[src/rtl/pim_tile_engine_pkg.sv]
// Shared types for the PIM tile engine: tile geometry, data word and engine state.
// Everything that must agree between controller and engine lives here.
package pim_tile_engine_pkg;

  localparam int WIDTH             = 16;
  localparam int CHUNK_SIZE        = 2;
  localparam int PIM_UNIT_CAPACITY = 2;

  // Keeps counters at least one bit wide when a dimension collapses to 1.
  function automatic int idx_width(input int n);
    return (n > 1) ? $clog2(n) : 1;
  endfunction

  localparam int ROW_W = idx_width(CHUNK_SIZE);
  localparam int K_W   = idx_width(PIM_UNIT_CAPACITY);
  localparam int RES_W = idx_width(CHUNK_SIZE * CHUNK_SIZE);

  typedef logic [WIDTH-1:0] word_t;

  typedef enum logic [1:0] {
    IDLE,
    COMPUTE,
    DONE
  } pim_eng_state_t;

endpackage

[src/rtl/pim_tile_engine_if.sv]
// Controller <-> engine request/response bundle: operand tiles in, product tile out.
// The controller holds the master side, the engine the slave side.
interface pim_tile_engine_if;
  import pim_tile_engine_pkg::*;

  logic  valid;
  word_t matrixA [CHUNK_SIZE][PIM_UNIT_CAPACITY];
  word_t matrixB [PIM_UNIT_CAPACITY][CHUNK_SIZE];
  word_t result  [CHUNK_SIZE*CHUNK_SIZE];
  logic  result_valid;
  logic  busy;

  modport master (
    output valid, matrixA, matrixB,
    input  result, result_valid, busy
  );

  modport slave (
    input  valid, matrixA, matrixB,
    output result, result_valid, busy
  );

endinterface

[src/rtl/pim_tile_engine_mac.sv]
// Single multiply-accumulate lane, modulo 2**WIDTH. acc presents the running sum
// including this cycle's product, so the caller can store a finished element directly.
module pim_mac
  import pim_tile_engine_pkg::*;
(
  input  logic  clk,
  input  logic  rst,
  input  word_t a,
  input  word_t b,
  input  logic  clear,
  input  logic  en,
  output word_t acc
);

  word_t acc_q;
  word_t product;

  assign product = a * b;
  assign acc     = acc_q + product;

  // NOTE: clocked state uses non-blocking assignments so every register samples pre-edge values.
  always_ff @(posedge clk) begin
    if (rst || clear) begin
      acc_q <= '0;
    end else if (en) begin
      acc_q <= acc;
    end
  end

endmodule

[src/rtl/pim_tile_engine.sv]
// Tile matrix-multiply engine: one MAC per cycle over k, then j, then i, with a
// fixed latency independent of operand values.
module pim_tile_engine
  import pim_tile_engine_pkg::*;
#(
  parameter int ID = 0
) (
  input logic              clk,
  input logic              rst,
  pim_tile_engine_if.slave bus
);

  localparam logic [ROW_W-1:0] ROW_LAST = ROW_W'(CHUNK_SIZE - 1);
  localparam logic [K_W-1:0]   K_LAST   = K_W'(PIM_UNIT_CAPACITY - 1);

  // ID only tags the instance for debug views; negative values have no meaning.
  if (ID < 0) begin : g_bad_id
  end

  pim_eng_state_t   state_q, state_d;
  logic [ROW_W-1:0] i_q, j_q;
  logic [K_W-1:0]   k_q;
  logic [RES_W-1:0] res_idx;
  logic             accept, mac_en, mac_clear;
  logic             i_last, j_last, k_last;
  word_t            mac_acc;

  word_t op_a     [CHUNK_SIZE][PIM_UNIT_CAPACITY];
  word_t op_b     [PIM_UNIT_CAPACITY][CHUNK_SIZE];
  word_t result_q [CHUNK_SIZE*CHUNK_SIZE];

  assign i_last  = (i_q == ROW_LAST);
  assign j_last  = (j_q == ROW_LAST);
  assign k_last  = (k_q == K_LAST);
  assign res_idx = RES_W'(int'(i_q) * CHUNK_SIZE + int'(j_q));

  always_ff @(posedge clk) begin
    if (rst) state_q <= IDLE;
    else     state_q <= state_d;
  end

  // NOTE: every output of this block gets a default first, so no path can infer a latch.
  always_comb begin
    state_d   = state_q;
    accept    = 1'b0;
    mac_en    = 1'b0;
    mac_clear = 1'b0;
    case (state_q)
      IDLE, DONE: begin
        if (bus.valid) begin
          accept    = 1'b1;
          mac_clear = 1'b1;
          state_d   = COMPUTE;
        end else begin
          state_d   = IDLE;
        end
      end
      COMPUTE: begin
        mac_en    = 1'b1;
        mac_clear = k_last;
        if (i_last && j_last && k_last) state_d = DONE;
      end
      default: state_d = IDLE;
    endcase
  end

  // NOTE: operand tiles are always loaded before they are read, so they carry no reset.
  always_ff @(posedge clk) begin
    if (accept) begin
      op_a <= bus.matrixA;
      op_b <= bus.matrixB;
    end
  end

  always_ff @(posedge clk) begin
    if (rst) begin
      i_q      <= '0;
      j_q      <= '0;
      k_q      <= '0;
      result_q <= '{default: '0};
    end else if (accept) begin
      i_q <= '0;
      j_q <= '0;
      k_q <= '0;
    end else if (mac_en) begin
      k_q <= k_last ? '0 : k_q + 1'b1;
      if (k_last) begin
        result_q[res_idx] <= mac_acc;
        j_q <= j_last ? '0 : j_q + 1'b1;
        if (j_last) i_q <= i_last ? '0 : i_q + 1'b1;
      end
    end
  end

  pim_mac u_mac (
    .clk   (clk),
    .rst   (rst),
    .a     (op_a[i_q][k_q]),
    .b     (op_b[k_q][j_q]),
    .clear (mac_clear),
    .en    (mac_en),
    .acc   (mac_acc)
  );

  assign bus.result       = result_q;
  assign bus.result_valid = (state_q == DONE);
  assign bus.busy         = (state_q == COMPUTE);

endmodule

[src/flat_wrapper.sv]
// flat-port wrapper written by rule: the top's interface ports become plain ports
module pim_tile_engine_flat import pim_tile_engine_pkg::*;
#(
  parameter int ID = 0
)
  (clk, rst, bus_valid, bus_matrixA, bus_matrixB, bus_result, bus_result_valid, bus_busy);
  pim_tile_engine_if bus_i ();
  input logic clk;
  input logic rst;
  input wire logic [$bits(bus_i.valid)-1:0] bus_valid;
  input wire logic [$bits(bus_i.matrixA)-1:0] bus_matrixA;
  input wire logic [$bits(bus_i.matrixB)-1:0] bus_matrixB;
  output wire logic [$bits(bus_i.result)-1:0] bus_result;
  output wire logic [$bits(bus_i.result_valid)-1:0] bus_result_valid;
  output wire logic [$bits(bus_i.busy)-1:0] bus_busy;
  assign bus_i.valid = bus_valid;
  assign bus_i.matrixA = {>>{bus_matrixA}};
  assign bus_i.matrixB = {>>{bus_matrixB}};
  assign bus_result = {>>{bus_i.result}};
  assign bus_result_valid = bus_i.result_valid;
  assign bus_busy = bus_i.busy;
  pim_tile_engine #(.ID(ID)) u_core (.clk(clk), .rst(rst), .bus(bus_i));
endmodule
[config.mk]
export PLATFORM = sky130hd
export DESIGN_NAME = pim_tile_engine_flat
export DESIGN_NICKNAME = d
export VERILOG_FILES = /design/src/rtl/pim_tile_engine_pkg.sv /design/src/rtl/pim_tile_engine_if.sv /design/src/rtl/pim_tile_engine_mac.sv /design/src/rtl/pim_tile_engine.sv /design/src/flat_wrapper.sv
export SDC_FILE = /design/constraint.sdc
export NUM_CORES = 1
export LEC_CHECK = 0
export ABC_AREA = 0
export CAP_MARGIN = 15
export CORE_ASPECT_RATIO = 0.75
export CORE_UTILIZATION = 30
export DETAILED_ROUTE_END_ITERATION = 8
export GPL_TIMING_DRIVEN = 0
export PLACE_DENSITY_LB_ADDON = 0.12
export REMOVE_ABC_BUFFERS = 1
export SLEW_MARGIN = 20
export SYNTH_ARGS = -nofsm -noshare
export SYNTH_HDL_FRONTEND = slang
export SYNTH_SLANG_ARGS = --single-unit
[constraint.sdc]
create_clock -name clk -period 12.2 [get_ports clk]
set_clock_uncertainty 0.1 [all_clocks]
set_input_delay 2.44 -clock clk [delete_from_list [all_inputs] [get_ports clk]]
set_output_delay 2.44 -clock clk [all_outputs]
set_load 0.005 [all_outputs]
==> results.cfg, run 1 <==
[sta]
worst_pin_slew_ns = 0.864
hold_violations = 0
period_needed_ns = 7.42
max_clock_freq_ghz = 0.135
timing.final.max_slew_violations = 0
rsz_0062_raised_after_global_routing = no
min_period_over_period_pct = 60.8
slew_headroom_pct = 41.7
final.hold.worst_slack_ns = 0.351
finalSetupViolations = 0

[logic_synthesis]
synthAdderAreaFrac_pct = 21.0
synth_cells = 1071
synth_compound_area_share_pct = 4.68
syn_avg_cell_area_um2 = 11.3
synth-async-reset-ratio_pct = 0
post_synth_instance_area_mm2 = 0.0121
synth.yosys.seq_area_share_pct = 46.0
ys.warnings.count = 0
synth_simple_gate_area_share_pct = 12.2
synth_edf_count = 128
dominantRegCellSynth = sky130_fd_sc_hd__edfxtp_1
netlist-cell-type-count = 44
synth_xor_area_share_pct = 3.13
ys_ff_latch = 213
post_synth_mux_area_share_pct = 6.07
dominant_combinational_cell_family_by_area_after_synthesis = adder cells

[setup_path]
timing.critical_path.fanout_max = 15
worst-endpoint-required_ns = 12.51
path_class = reg -> reg
critPathArrivalTime_ns = 7.73
kind_of_start_point_of_the_critical_path = flip-flop
cp-end-kind = flip-flop

[drt]
vias = 7915
detailedRoute.firstIterationViolations = 351
drt_pre_antenna_iters = 6
wl_per_cell_um = 17.6
vias_per_cell = 4.41
finalWirelength_um = 31500
final_antenna_net_count = 0
drt_drc_violations_left = 4

[final_layout]
layoutNonFillerInstCount = 1794
stdcell_area_mm2 = 0.0154
post_synthesis_to_final_layout_area_growth_pct = 27.8
multi_input_comb_area_mm2 = 0.00569
final_net_count = 1534
seq_area_mm2 = 0.00555
fraction_of_layout_cells_with_a_size_suffix_above_1_pct = 6.67
final.fill_count = 3945
diodes = 0

[placed_design]
placed_cell_area_mm2 = 0.0146
gp_congestion = 0.777
dp_cells = 1751
io_buffers = 196
post-dp-hpwl_um = 23000

[clock_network]
cts_made_buffers = 24
post_cts_buffers = 0
ctsLongestPathBuffers = 3
resized_cells_post_cts = 0
cts_htree_levels = 1
insertion_delay_ns = 0.56
clk_pin_slew_ns = 0.06
cts_tree = yes
tritoncts_num_sinks = 213
cts_hold_repair_buffers = 0
cts.root.buffer_cell = sky130_fd_sc_hd__clkbuf_16

[die]
core-area_mm2 = 0.0396
die_x_um = 233
floorplan.io_pins = 197
die-height_um = 176
initial_standard_cell_utilization_of_the_core_pct = 30.5
floorplan.rows = 63
design.die.area_mm2 = 0.0410

[global_route]
grt_overflow = 0
grt_start_max_net_pins = 71
gr-usage-all-layers_pct = 16.0
grt_pass1_vias = 8382
grt_antenna_before_repair = 3
grt_first_pass_wirelength_um = 49400

[job]
drv_cap = 0

[power]
ir_worst_vdd_mv = 0.322
static-leakage-power_nw = 5.90
pwr_density_cell_mw_per_mm2 = 273

[outcome]
violations = design-rule violations
run_status = finished with violations

[min_path]
min-delay-path-class = reg -> reg
==> synthesized netlist by cell type (3+ instances only) <==
cell type                    n  area (um2)
sky130_fd_sc_hd__nand2_1   228         856
sky130_fd_sc_hd__inv_1     158         593
sky130_fd_sc_hd__edfxtp_1  128        3840
sky130_fd_sc_hd__fa_1       94        1880
sky130_fd_sc_hd__dfxtp_1    85        1700
sky130_fd_sc_hd__a21oi_1    78         390
sky130_fd_sc_hd__and2_1     55         344
sky130_fd_sc_hd__ha_1       52         651
sky130_fd_sc_hd__xnor2_1    32         280
sky130_fd_sc_hd__clkbuf_1   31         116
sky130_fd_sc_hd__mux4_2     29         653
sky130_fd_sc_hd__nor2_1     23        86.3
sky130_fd_sc_hd__nand3_1     9        45.0
sky130_fd_sc_hd__buf_2       7        35.0
sky130_fd_sc_hd__a211oi_1    6        45.0
sky130_fd_sc_hd__buf_6       4        45.0
sky130_fd_sc_hd__a21boi_0    3        22.5
sky130_fd_sc_hd__mux4_1      3        78.8
sky130_fd_sc_hd__nand2_2     3        18.8
sky130_fd_sc_hd__nand3b_1    3        22.5
sky130_fd_sc_hd__nor2b_1     3        18.8
sky130_fd_sc_hd__nor3_1      3        15.0
sky130_fd_sc_hd__o311ai_0    3        26.3
sky130_fd_sc_hd__xor2_1      3        26.3
==> layer usage <==
metal	vias to the layer above	part of all wire, %	GRT usage, %
met3	36	4.5	3.60
met4	6	1.7	3.25
met2	117	45	25.1
li1	3838	-	-
met1	3918	49	22.5
met5	-	0.12	0
==> cell type report <==
type	instances	share of cell area (%)
clock buffers	35	4.31
well taps	520	4.22
inverters	158	3.85
multi-input cells	655	37.0
flip-flops and latches	213	36.0
clock inverters	8	0.601
repair buffers	205	14.0
==> sequential cells by signal, summed over array words and instances (netlist names) <==
signal	flops
u_core.op_b	64
u_core.i_last	1
u_core.state_q	2
u_core.k_last	1
u_core.bus.result	64
u_core.op_a	64
u_core.j_last	1
u_core.u_mac.acc_q	16
==> worst max-delay path: stages, from the launching register on <==
cell and delay, ns:
sky130_fd_sc_hd__dfxtp_2 0.63, sky130_fd_sc_hd__buf_16 0.22, sky130_fd_sc_hd__mux4_1 0.75, sky130_fd_sc_hd__and2_1 0.26, sky130_fd_sc_hd__fa_1 0.55, sky130_fd_sc_hd__inv_1 0.07, sky130_fd_sc_hd__fa_1 0.45, sky130_fd_sc_hd__fa_1 0.52
sky130_fd_sc_hd__fa_1 0.55, sky130_fd_sc_hd__inv_1 0.05, sky130_fd_sc_hd__fa_1 0.48, sky130_fd_sc_hd__inv_1 0.05, sky130_fd_sc_hd__fa_1 0.49, sky130_fd_sc_hd__inv_1 0.04, sky130_fd_sc_hd__ha_1 0.33, sky130_fd_sc_hd__and3_1 0.17
sky130_fd_sc_hd__a31o_2 0.25, sky130_fd_sc_hd__o41ai_1 0.71, sky130_fd_sc_hd__xnor2_1 0.37, sky130_fd_sc_hd__nand2_1 0.16, sky130_fd_sc_hd__a21oi_1 0.07
==> cell families (layout without fill, tap and decap cells) <==
| family | count (synthesis) | after routing |
|---|---|---|
| flip-flops | 213 | 213 |
| AO/OA/AOI/OAI | 101 | 101 |
| XOR/XNOR | 39 | 39 |
| buffers and inverters | 203 | 406 |
| AND/OR/NAND/NOR | 337 | 337 |
| multiplexers | 32 | 32 |
| adder cells (fa/ha/maj) | 146 | 146 |
==> cell usage in the layout (no fill, tap or decap), types with 3 or more instances in the layout <==
| master | synthesis | routed |
|---|---|---|
| sky130_fd_sc_hd__ha_1 | 52 | 52 |
| sky130_fd_sc_hd__edfxtp_1 | 128 | 128 |
| sky130_fd_sc_hd__dfxtp_1 | 85 | 82 |
| sky130_fd_sc_hd__a21boi_0 | 3 | 3 |
| sky130_fd_sc_hd__fa_1 | 94 | 94 |
| sky130_fd_sc_hd__mux4_1 | 3 | 3 |
| sky130_fd_sc_hd__nor2_1 | 23 | 21 |
| sky130_fd_sc_hd__nand3b_1 | 3 | 3 |
| sky130_fd_sc_hd__buf_16 | 0 | 5 |
| sky130_fd_sc_hd__clkdlybuf4s50_1 | 0 | 195 |
| sky130_fd_sc_hd__clkbuf_16 | 0 | 25 |
| sky130_fd_sc_hd__xnor2_1 | 32 | 32 |
| sky130_fd_sc_hd__clkinv_1 | 0 | 4 |
| sky130_fd_sc_hd__a21oi_1 | 78 | 78 |
| sky130_fd_sc_hd__o311ai_0 | 3 | 3 |
| sky130_fd_sc_hd__nand2_1 | 228 | 228 |
| sky130_fd_sc_hd__a211oi_1 | 6 | 6 |
| sky130_fd_sc_hd__mux4_2 | 29 | 29 |
| sky130_fd_sc_hd__nand3_1 | 9 | 9 |
| sky130_fd_sc_hd__xor2_1 | 3 | 3 |
| sky130_fd_sc_hd__and2_1 | 55 | 55 |
| sky130_fd_sc_hd__nand2_2 | 3 | 3 |
| sky130_fd_sc_hd__clkbuf_1 | 31 | 9 |
| sky130_fd_sc_hd__inv_1 | 158 | 158 |
==> per-stage QoR <==
stage | util, % | worst slack [ns] | power (mW) | TNS [ns]
2_1_floorplan | - | 3.06 | 2.76 | 0
3_3_place_gp | 36.5 | -0.848 | 3.55 | -29.45
3_5_place_dp | 37.0 | 4.85 | 3.56 | 0
4_1_cts | 38.9 | 4.82 | 4.31 | 0
5_1_grt | 38.9 | 4.53 | 4.64 | 0
6_report | 38.9 | 4.78 | 4.20 | 0
==> where the power goes <==
part	internal [mW]	switching (mW)	leakage (nW)
logic	1.03	1.63	3.62
clock network	0.403	0.304	0.365
registers	0.814	0.0157	1.91
total	2.25	1.95	5.90
==> final timing paths <==
| path | startpoint | to | slack (ns) | depth (start not counted) |
|---|---|---|---|---|
| max | u_core.i_last$_SDFFE_PP0P_ | u_core.bus.result[63]$_SDFFE_PP0P_ | 4.78 | 20 |
| min | u_core.bus.result[21]$_SDFFE_PP0P_ | u_core.bus.result[21]$_SDFFE_PP0P_ | 0.35 | 2 |
| max reg2reg | u_core.i_last$_SDFFE_PP0P_ | u_core.bus.result[63]$_SDFFE_PP0P_ | 4.78 | 20 |
| min reg2reg | u_core.bus.result[21]$_SDFFE_PP0P_ | u_core.bus.result[21]$_SDFFE_PP0P_ | 0.35 | 2 |
(Power assumes the default switching activity.)
==> run 2, diff against run 1 <==
==> constraint.sdc (replaced) <==
create_clock -name clk -period 7 [get_ports clk]
set_clock_uncertainty 0.1 [all_clocks]
set_input_delay 1.4 -clock clk [delete_from_list [all_inputs] [get_ports clk]]
set_output_delay 1.4 -clock clk [all_outputs]
set_load 0.005 [all_outputs]
==> results.cfg, run 2 (synthesized netlist as in run 1, its figures left out) <==
[final_layout]
final.fill_count = 3941
diodes = 0
stdcell_area_mm2 = 0.0155
finish.utilization_pct = 39.1
layoutNonFillerInstCount = 1799
fraction_of_layout_cells_with_a_size_suffix_above_1_pct = 7.35
final_net_count = 1539
layout_commonest_cell = sky130_fd_sc_hd__nand2_1
most_used_cells_in_the_layout_excluding_fill_and_tap_cells = 228 x sky130_fd_sc_hd__nand2_1, 195 x sky130_fd_sc_hd__clkdlybuf4s50_1, 158 x sky130_fd_sc_hd__inv_1, 128 x sky130_fd_sc_hd__edfxtp_1, 94 x sky130_fd_sc_hd__fa_1
post_synthesis_to_final_layout_area_growth_pct = 28.4

[die]
core-area_mm2 = 0.0396
design.die.area_mm2 = 0.0410
floorplan.rows = 63
initial_standard_cell_utilization_of_the_core_pct = 30.5
floorplan.io_pins = 197
die-height_um = 176
die_x_um = 233

[clock_network]
cts_made_buffers = 24
clk_pin_slew_ns = 0.06
ctsLongestPathBuffers = 3
cts_htree_levels = 1
cts.root.buffer_cell = sky130_fd_sc_hd__clkbuf_16
insertion_delay_ns = 0.56
tritoncts_num_sinks = 213
cts_tree = yes

[power]
pwr_density_cell_mw_per_mm2 = 491
p_int_mw = 4.08
ir_worst_vdd_mv = 0.663
sw_frac_of_total_pct = 46.2
totalPowerFinal_mw = 7.60
power_frac_clock_pct = 16.2
p_switching_mw = 3.51
power_frac_comb_pct = 64.8
flop_pwr_share_pct = 19.0
static-leakage-power_nw = 5.94

[min_path]
min-delay-path-class = reg -> reg
hold_path_startpoint = u_core.bus.result[21]$_SDFFE_PP0P_
timing.hold.worst_endpoint = u_core.bus.result[21]$_SDFFE_PP0P_
holdPathStages = 2

[setup_path]
worstReg2RegEnd = u_core.bus.result[63]$_SDFFE_PP0P_
critical_path.cell_chain = buf_16 > mux4_2 > and2_1 > fa_1 > inv_1 > fa_1 > fa_1 > fa_1 > inv_1 > fa_1 > inv_1 > fa_1 > inv_1 > ha_1 > and3_1 > a31o_2 > o41ai_4 > xnor2_2 > nand2_1 > a21oi_1
timing.critical_path.fanout_max = 36
crit_path_frequent_cell = sky130_fd_sc_hd__fa_1
reg2reg_slack_ns = 0.30
cp-end-kind = flip-flop
regToRegStartpoint = u_core.k_last$_SDFFE_PP0P_
critPathArrivalTime_ns = 7.08
slowest_stage_delay_on_critical_path_ns = 0.74
kind_of_start_point_of_the_critical_path = flip-flop
critical_path_s_slowest_cell = sky130_fd_sc_hd__mux4_2
worst-endpoint-required_ns = 7.38
logic_depth_of_the_worst_register_to_register_path = 20
path_class = reg -> reg

[drt]
vias_per_cell = 4.42
drt_drc_violations_left = 4
drt_pre_antenna_iters = 7
detailedRoute.firstIterationViolations = 366
vias = 7946
finalWirelength_um = 31500
final_antenna_net_count = 0
wl_per_cell_um = 17.5

[sta]
postLayoutSetupSlackWorst_ns = 0.300
worst_pin_slew_ns = 0.830
period_needed_ns = 6.70
timing.final.max_slew_violations = 0
fin_tns_setup_ns = 0
final.hold.worst_slack_ns = 0.351
hold_violations = 0
rsz_0062_raised_after_global_routing = yes
max_clock_freq_ghz = 0.149
min_period_over_period_pct = 95.7
finalSetupViolations = 0
slew_headroom_pct = 44.7

[global_route]
grt_start_max_net_pins = 71
grtUsageMet2_pct = 25.1
top_usage_layer = met2
routing_usage_on_met3_pct = 3.60
grt_antenna_before_repair = 3
gr-usage-all-layers_pct = 16.0
use_met1_pct = 22.5
grt_pass1_vias = 8381
grt_first_pass_wirelength_um = 49400
grt_overflow = 0

[placed_design]
pre_cts_setup_slack_ns = -0.345
dp_cells = 1751
post-dp-hpwl_um = 23000
placed_cell_area_mm2 = 0.0146
io_buffers = 196
gp_congestion = 0.777

[job]
drv_cap = 0

[outcome]
violations = design-rule violations
run_status = finished with violations
run 2: cell types whose count changed in the layout (fill, tap and decap cells not counted):
cell,before,now
sky130_fd_sc_hd__xnor2_1,32,30
sky130_fd_sc_hd__xnor2_2,1,3
sky130_fd_sc_hd__dfxtp_4,1,3
sky130_fd_sc_hd__dfxtp_2,2,0
sky130_fd_sc_hd__mux4_1,3,2
sky130_fd_sc_hd__mux4_2,29,30
sky130_fd_sc_hd__o41ai_4,0,1
sky130_fd_sc_hd__buf_4,1,6
sky130_fd_sc_hd__o41ai_1,1,0
run 2: repair_timing:
item / in CTS / in global routing
setup endpoints to repair: 5 / 10
pin swaps: 0 / 0
resized for setup: 2 / 5
hold buffers: 0 / 0
buffers inserted: 0 / 5
run 2: worst max-delay path: cells and delay by family (launching register included):
kind                       cells  cell delay (ns)
AOI/OAI and AO/OA              3             0.79
buffers and inverters          5             0.45
adders and majority gates      7             3.40
xor gates and xnor gates       1             0.23
and+or+nand+nor                3             0.49
DFF                            1             0.37
muxes                          1             0.74
run 2: layout make-up:
type	count	area, um2	area share, %
Tap cell	520	651	4.20
Multi-Input combinational cell	655	5720	37.0
Inverter	158	593	3.83
Timing Repair Buffer	210	2200	14.2
Sequential cell	213	5560	35.9
Clock inverter	8	92.6	0.598
Clock buffer	35	664	4.29
run 2: worst max path at each step:
stage | startpoint | end | slack (ns) | cells past startpoint
finish | u_core.k_last$_SDFFE_PP0P_ | u_core.bus.result[63]$_SDFFE_PP0P_ | 0.30 | 20
global route | u_core.k_last$_SDFFE_PP0P_ | u_core.bus.result[63]$_SDFFE_PP0P_ | -0.02 | 21
CTS | u_core.i_last$_SDFFE_PP0P_ | u_core.u_mac.acc_q[15]$_SDFFE_PP0P_ | 0.01 | 20
detailed placement | u_core.i_last$_SDFFE_PP0P_ | u_core.bus.result[31]$_SDFFE_PP0P_ | -0.35 | 20
global placement | bus_valid | u_core.u_mac.acc_q[4]$_SDFFE_PP0P_ | -5.01 | 5
floorplan | bus_valid | u_core.u_mac.acc_q[4]$_SDFFE_PP0P_ | -1.10 | 4
run 2: metal layers:
metal  vias to the layer above  part of all wire [%]  wire [um]
met5                         -                  0.12         37
met4                         6                   1.7        535
met3                        36                   4.7       1480
met2                       120                    45      14200
met1                      3934                    48      15300
li1                       3850                     -          -
run 2: power groups by stage:
stage | Clock (mW) | Combinational (mW) | Sequential (mW)
after global placement | 0 | 4.69 | 1.50
after floorplan | 0 | 3.33 | 1.48
after global routing | 1.33 | 5.61 | 1.45
final | 1.23 | 4.92 | 1.45
after CTS | 1.28 | 4.81 | 1.45
after detailed placement | 0 | 4.73 | 1.47
